### config.mk
export PLATFORM = sky130hd
export DESIGN_NAME = dipswitch_ring
export DESIGN_NICKNAME = d
export VERILOG_FILES = /design/src/rtl/dipswitch_pkg.sv /design/src/rtl/ds_debounce.sv /design/src/rtl/dipswitch_ring.sv
export SDC_FILE = /design/constraint.sdc
export NUM_CORES = 1
export LEC_CHECK = 0
export CAP_MARGIN = 20
export CORE_ASPECT_RATIO = 1.1
export CORE_MARGIN = 5
export CORE_UTILIZATION = 54
export CTS_BUF_LIST = sky130_fd_sc_hd__clkbuf_8
export CTS_CLUSTER_SIZE = 28
export DETAILED_ROUTE_END_ITERATION = 12
export PLACE_DENSITY_LB_ADDON = 0.12
export SLEW_MARGIN = 25
export SYNTH_ARGS = -nofsm -noshare
export SYNTH_HDL_FRONTEND = slang
export SYNTH_SLANG_ARGS = --single-unit
### constraint.sdc
create_clock -name clk -period 3.58 [get_ports clk]
set_clock_uncertainty 0.2 [all_clocks]
set_input_delay 0.537 -clock clk [delete_from_list [all_inputs] [get_ports clk]]
set_output_delay 0.537 -clock clk [all_outputs]
set_load 0.05 [all_outputs]
### src/rtl/dipswitch_pkg.sv
// Shared constants for the DIP-switch LED ring: step directions and the roles
// of the first four switch channels.
package dipswitch_pkg;

    localparam logic DIR_LEFT  = 1'b0;
    localparam logic DIR_RIGHT = 1'b1;

    localparam int unsigned SW_STEP_L = 0;
    localparam int unsigned SW_STEP_R = 1;
    localparam int unsigned SW_AUTO   = 2;
    localparam int unsigned SW_DIR    = 3;

endpackage

### src/rtl/ds_debounce.sv
// Single switch channel: two-flop synchroniser followed by a stability counter
// that only lets the debounced level follow after DEB_CYCLES agreeing samples.
module ds_debounce #(
    parameter int unsigned DEB_CYCLES = 8
) (
    input  logic clk,
    input  logic rst,
    input  logic raw,
    output logic stable
);

    localparam int unsigned CW = (DEB_CYCLES > 1) ? $clog2(DEB_CYCLES) : 1;
    localparam logic [CW-1:0] CNT_MAX = CW'(DEB_CYCLES - 1);

    logic          sync1;
    logic          sync2;
    logic [CW-1:0] cnt;

    always_ff @(posedge clk or posedge rst) begin
        if (rst) begin
            sync1  <= 1'b0;
            sync2  <= 1'b0;
            stable <= 1'b0;
            cnt    <= '0;
        end else begin
            sync1 <= raw;
            sync2 <= sync1;
            if (sync2 != stable) begin
                if (cnt == CNT_MAX) begin
                    stable <= sync2;
                    cnt    <= '0;
                end else begin
                    cnt <= cnt + 1'b1;
                end
            end else begin
                // Any agreeing sample restarts the count, so short glitches never land.
                cnt <= '0;
            end
        end
    end

endmodule

### src/rtl/dipswitch_ring.sv
// LED ring driven by debounced DIP switches: manual left/right stepping on
// rising edges plus a periodic auto-run mode with switch-selected direction.
module dipswitch_ring
    import dipswitch_pkg::*;
#(
    parameter int unsigned     NUM_SW       = 4,
    parameter int unsigned     LED_W        = 8,
    parameter int unsigned     DEB_CYCLES   = 8,
    parameter int unsigned     AUTO_PERIOD  = 50000000,
    parameter logic [LED_W-1:0] INIT_PATTERN = {{(LED_W-1){1'b0}}, 1'b1}
) (
    input  logic              clk,
    input  logic              rst,
    input  logic [NUM_SW-1:0] ds,
    output logic [LED_W-1:0]  leds,
    output logic [NUM_SW-1:0] sw_stable,
    output logic              step_pulse
);

    localparam int unsigned ACW = $clog2(AUTO_PERIOD);
    localparam logic [ACW-1:0] AUTO_MAX = ACW'(AUTO_PERIOD - 1);

    logic [NUM_SW-1:0] stable_d;
    logic [NUM_SW-1:0] rise;
    logic [ACW-1:0]    auto_cnt;
    logic [ACW-1:0]    auto_cnt_next;
    logic              man_l;
    logic              man_r;
    logic              both;
    logic              auto_en;
    logic              auto_hit;
    logic              step_go;
    logic              step_dir;
    logic [LED_W-1:0]  rot_l;
    logic [LED_W-1:0]  rot_r;

    for (genvar i = 0; i < NUM_SW; i++) begin : g_deb
        ds_debounce #(
            .DEB_CYCLES(DEB_CYCLES)
        ) u_deb (
            .clk   (clk),
            .rst   (rst),
            .raw   (ds[i]),
            .stable(sw_stable[i])
        );
    end

    assign rise  = sw_stable & ~stable_d;
    assign rot_l = {leds[LED_W-2:0], leds[LED_W-1]};
    assign rot_r = {leds[0], leds[LED_W-1:1]};

    always_comb begin
        man_l    = rise[SW_STEP_L] & ~rise[SW_STEP_R];
        man_r    = rise[SW_STEP_R] & ~rise[SW_STEP_L];
        both     = rise[SW_STEP_L] & rise[SW_STEP_R];
        auto_en  = sw_stable[SW_AUTO];
        auto_hit = auto_en && (auto_cnt == AUTO_MAX);
        // Simultaneous manual edges cancel and also swallow a coinciding auto step.
        step_go  = man_l | man_r | (auto_hit & ~both);
        if (man_r) begin
            step_dir = DIR_RIGHT;
        end else if (man_l) begin
            step_dir = DIR_LEFT;
        end else begin
            step_dir = sw_stable[SW_DIR];
        end
        if (man_l || man_r || !auto_en || auto_hit) begin
            auto_cnt_next = '0;
        end else begin
            auto_cnt_next = auto_cnt + 1'b1;
        end
    end

    always_ff @(posedge clk or posedge rst) begin
        if (rst) begin
            leds       <= INIT_PATTERN;
            step_pulse <= 1'b0;
            stable_d   <= '0;
            auto_cnt   <= '0;
        end else begin
            stable_d   <= sw_stable;
            auto_cnt   <= auto_cnt_next;
            step_pulse <= step_go;
            if (step_go) begin
                leds <= (step_dir == DIR_RIGHT) ? rot_r : rot_l;
            end
        end
    end

endmodule
# Word-level counts from Yosys, hierarchy flattened
# Cells that the tools add are included.
# classes
addsub,5
eq_ne,9
n_mux,12
bitwise,11
reduce_logical,9
# op_table
op,count
adder 26 x 1 -> 26 bit (second input constant),1
equality test 26 bit (second input constant),1
2-to-1 mux 26 bit,1
2-to-1 mux 3 bit,8
adder 3 x 1 -> 3 bit (second input constant),4
equality test 3 bit (second input constant),4
2-to-1 mux 8 bit,1
AND reduction 2 bit,4
bitwise AND 1 bit,4
!= test 1 bit,4
logical OR 1 bit,3
inverter 1 bit,3
bitwise AND 2 bit,1
2-to-1 mux 1 bit,2
inverter 2 bit,1
OR 1 bit,2
logical AND 1 bit,1
zero test 1 bit,1
# word_totals
ff_bits,61
input_bits,6
out_inout_bits,13

# Logic depth before layout (Yosys ltp)
# logic_depth
ltp_word,8
depth_mapped,7
mapped_depth_nobuf,7

# By module
# Synthesis repeated with hierarchy kept, for this count alone.
# unflattened
hier_cells,245
area_unflattened_um2,2859.0
# modules_own_cells
module,n_inst,cells_per_inst,area_per_inst_um2
dipswitch_ring,1,189,1963.1
ds_debounce,4,14,224.0

# Worst setup path after synthesis
# Ideal clock, no wire load.
# synth_path
kind,flip-flop to flip-flop
start,register auto_cnt[0]
end,register leds[1]
t_arrival_ns,1.931
required_time_ns,3.255
slack_ns,1.325
path_stages_with_launch,7
path_cell_list,dfrtp_1 -> ha_1 -> and3_1 -> clkbuf_1 -> nand4_1 -> o31ai_4 -> mux2_2
# synth_via
elab_chain_cells,4
# synth_lines
element,line,rtl
"start, declared",dipswitch_ring.sv:25,logic [ACW-1:0] auto_cnt;
"start signal, assigned",dipswitch_ring.sv:82,auto_cnt <= auto_cnt_next;
equality test 26 bit,dipswitch_ring.sv:57,auto_hit = auto_en && (auto_cnt == AUTO_MAX);
logical AND 1 bit,dipswitch_ring.sv:57,
bitwise AND 1 bit,dipswitch_ring.sv:59,step_go = man_l | man_r | (auto_hit & ~both);
OR 1 bit,dipswitch_ring.sv:59,
net step_go,dipswitch_ring.sv:32,logic step_go;
"end signal, assigned",dipswitch_ring.sv:85,leds <= (step_dir == DIR_RIGHT) ? rot_r : rot_l;
"end, declared",dipswitch_ring.sv:15,"output logic [LED_W-1:0] leds,"
# The timed path passes the listed nets, and every way through them passes these cells.
# A chain may end at the register's enable or synchronous reset.

# Final worst setup path
# layout_path
start,register leds[0]
end,output port leds[0]
# No word-level cell between the ends.

==> results.md <==
- Average routed wire per standard cell: 15.3 um
- Die W: 79.0 um
- Capturing point of the worst reg2reg path: leds[2]
- Initial antenna violation count: 0
- Share of total power in sequential cells: 45.4%
- Ports: 19
- Sum Neg Setup Slack: 0 ns
- Final Hold Fails: 0
- Synth Area in Adders: 5.30%
- Crit-path slowest cell: clkdlybuf4s50_1
- Row Count: 27
- Syn_area_per_cell: 11.5 sq um
- Final Critical Period: 2.43 ns
- Switch share: 32.3%
- # Post-CTS Setup Buffers: 0
- Synth Net Count: 264
- Hold Startpoint: g_deb[1].u_deb.sync1
- Slack of the worst reg-to-reg path: 1.17 ns
- Buffers added on ports: 18
- Combinational power share: 25.3%
- Crit path cell chain: clkdlybuf4s50_1
- Peak VDD IR: 0.245 mV
- Clock Sinks: 61
- 1st-iter DRT viols: 112
- Fmax: 411 MHz
- Yosys cell types: 40
- Compound-Gate Fraction of Synth Area: 6.36%
- Worst path bufs/invs: 1
- Main flop type after synthesis: dfrtp_1
- Clk root buf: clkbuf_8
- Simple-gate share of the synthesized area: 18.4%
- DP HPWL: 3440 um
- Largest net degree at the start of global routing: 30
- Number of global-route vias before repair: 1943
- Cell depth of the worst setup path: 1
- Clock-pin slew on the worst setup and hold paths: 0.06 ns
- Crit-path leading delay family: buffers and inverters
- Max incr delay on CP: 0.80 ns
- Worst Max-Slew Pin Slew: 0.715 ns
- Die ar.: 6790 sq um
- Post-synth EDFFs: 0
- Final core occ: 64.0%
- Synth Cell Area: 2830 sq um
- Bufs on Longest Clock Path: 2
- Diode count: 0
- Clk_lat worst skew: 0.34 ns
- Maxcap violations: 0
- CTS buffer count: 9
- Yosys reg bits: 61
- Power Dens Cells: 578 nW/um^2
- Period utilization: 67.9%
- Core ar.: 5030 sq um
- Mux cell area share after synthesis: 7.95%
- Worst endpoint required time: 2.84 ns
- Min Hold Slack: 0.149 ns
- Yosys warns: 0
- Status: finished, final reports clean
- Relative slew slack: 52.3%
- CP endpoint kind: output port
- CP max FO: 4
- Fin nets: 284
- Dpl ws: 1.17 ns
- Final ANT Viol Nets: 0
- Post-CTS Hold Buffers: 0
- Setup ws final: 1.15 ns
- Avg Vias per Cell: 5.81
- Hold Path Stages: 0
- Total vias in the final route: 1912
- TritonCTS clock tree: built
- Largest family of logic cells by synthesized area: simple AND/OR/NAND/NOR gates
- Arrival time worst endpoint: 1.69 ns
- P_int: 1.26 mW
- Net Sw Power: 0.600 mW
- Layout cell share with drive strength beyond 1: 17.7%
- Gate Count Post-Synth: 246
- GRT overflow: 0
- Pleak: 1.39 nW
- DR pass1 iterations: 4
- Final setup fails: 0
- FF-to-FF path depth: 5
- Post-Synth XOR/XNOR Area: 4.95%
- Clock share of power: 29.3%
- Setup CP Type: register to output port
- GP Congestion: 0.779
- Post-synth ARST share: 100%
- Worst Setup Start Kind: register
- Global-route wire length before repair: 9160 um
- Total track usage: 17.6%
- DRC viols: 0
- Die Y: 85.9 um
- H-tree depth: 3
- Max-slew violation count: 0
- Hold Path End: g_deb[1].u_deb.sync2
- CTS resizes: 0
- Post-Route WL: 5030 um
- Filler cells: 410
- Starting Density: 56.3%
- Register area share after synthesis: 54.0%
- Synthesis-to-layout area growth: 13.7%
- Worst r2r src: auto_cnt[0]
- RSZ-0062 raised after global routing: no
- Hold crit path type: register to register
-- worst max path at each step --
| stage | startpoint | slack, ns | end |
|---|---|---|---|
| 5_1_grt | g_deb[0].u_deb.stable | 0.95 | leds[3] |
| 4_1_cts | leds[0] | 1.13 | leds[0] |
| 3_5_place_dp | auto_cnt[0] | 1.17 | leds[2] |
| 6_report | leds[0] | 1.15 | leds[0] |
| 2_1_floorplan | auto_cnt[0] | 1.32 | leds[1] |
| 3_3_place_gp | g_deb[1].u_deb.stable | 1.19 | leds[7] |
-- cell type report --
class	count	area (sq um)	area share, %
Clock inverter	5	26.3	0.816
Clock buffer	11	151	4.70
Sequential cell	61	1530	47.4
Multi-Input combinational cell	167	1220	37.8
Tap cell	58	72.6	2.25
Timing Repair Buffer	21	203	6.29
Inverter	6	22.5	0.699
-- layer usage --
layer | global-route usage (%) | vias up | part of all wire [%]
met3 | 6.93 | 7 | 4.5
met1 | 22.3 | 947 | 46
li1 | - | 922 | -
met2 | 27.1 | 36 | 48
met4 | 6.56 | 0 | 1.4
met5 | 0 | - | 0
-- cells by family (layout without fill, tap and decap cells) --
family,after synthesis,after routing
AO/OA/AOI/OAI,28,28
XOR/XNOR,16,16
adder cells (fa/ha/maj),12,12
buffers and inverters,18,43
flip-flops,61,61
multiplexers,20,20
AND/OR/NAND/NOR,91,91
-- cells in the final DEF (no fill, tap or decap), types with 4 or more instances in the layout --
cell,count
nand4_1,13
ha_1,12
xor2_1,8
clkdlybuf4s50_1,18
mux2_2,20
a21oi_1,12
nand2_1,9
nor2_1,16
nand3_1,10
or4_1,5
clkbuf_8,11
and2_1,6
or3_1,4
nor3b_1,4
dfrtp_1,60
inv_1,6
o31ai_1,4
o21ai_0,7
xnor2_1,8
-- metrics by stage --
stage	power, mW	cell area [sq um]	std cells
floorplan	1.23	2830	246
global placement	1.33	3040	313
detailed placement	1.34	3040	313
CTS	1.89	3220	329
global route	1.98	3220	329
finish	1.86	3220	329
-- synthesized netlist by cell type, types with 5 or more instances --
cell type | n | area share [%]
or4_1 | 5 | 1.3
xnor2_1 | 8 | 2.5
xor2_1 | 8 | 2.5
and2_1 | 6 | 1.3
mux2_2 | 20 | 8.0
clkbuf_1 | 5 | 0.66
a21oi_1 | 12 | 2.1
nand3_1 | 10 | 1.8
dfrtp_1 | 60 | 53
ha_1 | 12 | 5.3
o21ai_0 | 7 | 1.2
nand2_1 | 9 | 1.2
nor2_1 | 16 | 2.1
inv_1 | 6 | 0.80
nand4_1 | 13 | 2.9
-- registers in the layout, summed over array words and instances (netlist names) --
name / count
auto_cnt: 26
g_deb.u_deb.cnt: 12
leds: 8
g_deb.u_deb.stable: 4
g_deb.u_deb.sync1: 4
g_deb.u_deb.sync2: 4
stable_d: 2
step_pulse: 1
-- power groups by stage --
| stage | sequential (mW) | combinational [mW] | clock [mW] |
|---|---|---|---|
| detailed placement | 0.859 | 0.480 | 0 |
| global route | 0.858 | 0.519 | 0.601 |
| finish | 0.845 | 0.471 | 0.545 |
| global placement | 0.854 | 0.476 | 0 |
| floorplan | 0.849 | 0.382 | 0 |
| CTS | 0.848 | 0.481 | 0.558 |
Note: power is estimated with default switching activity, not from simulation.
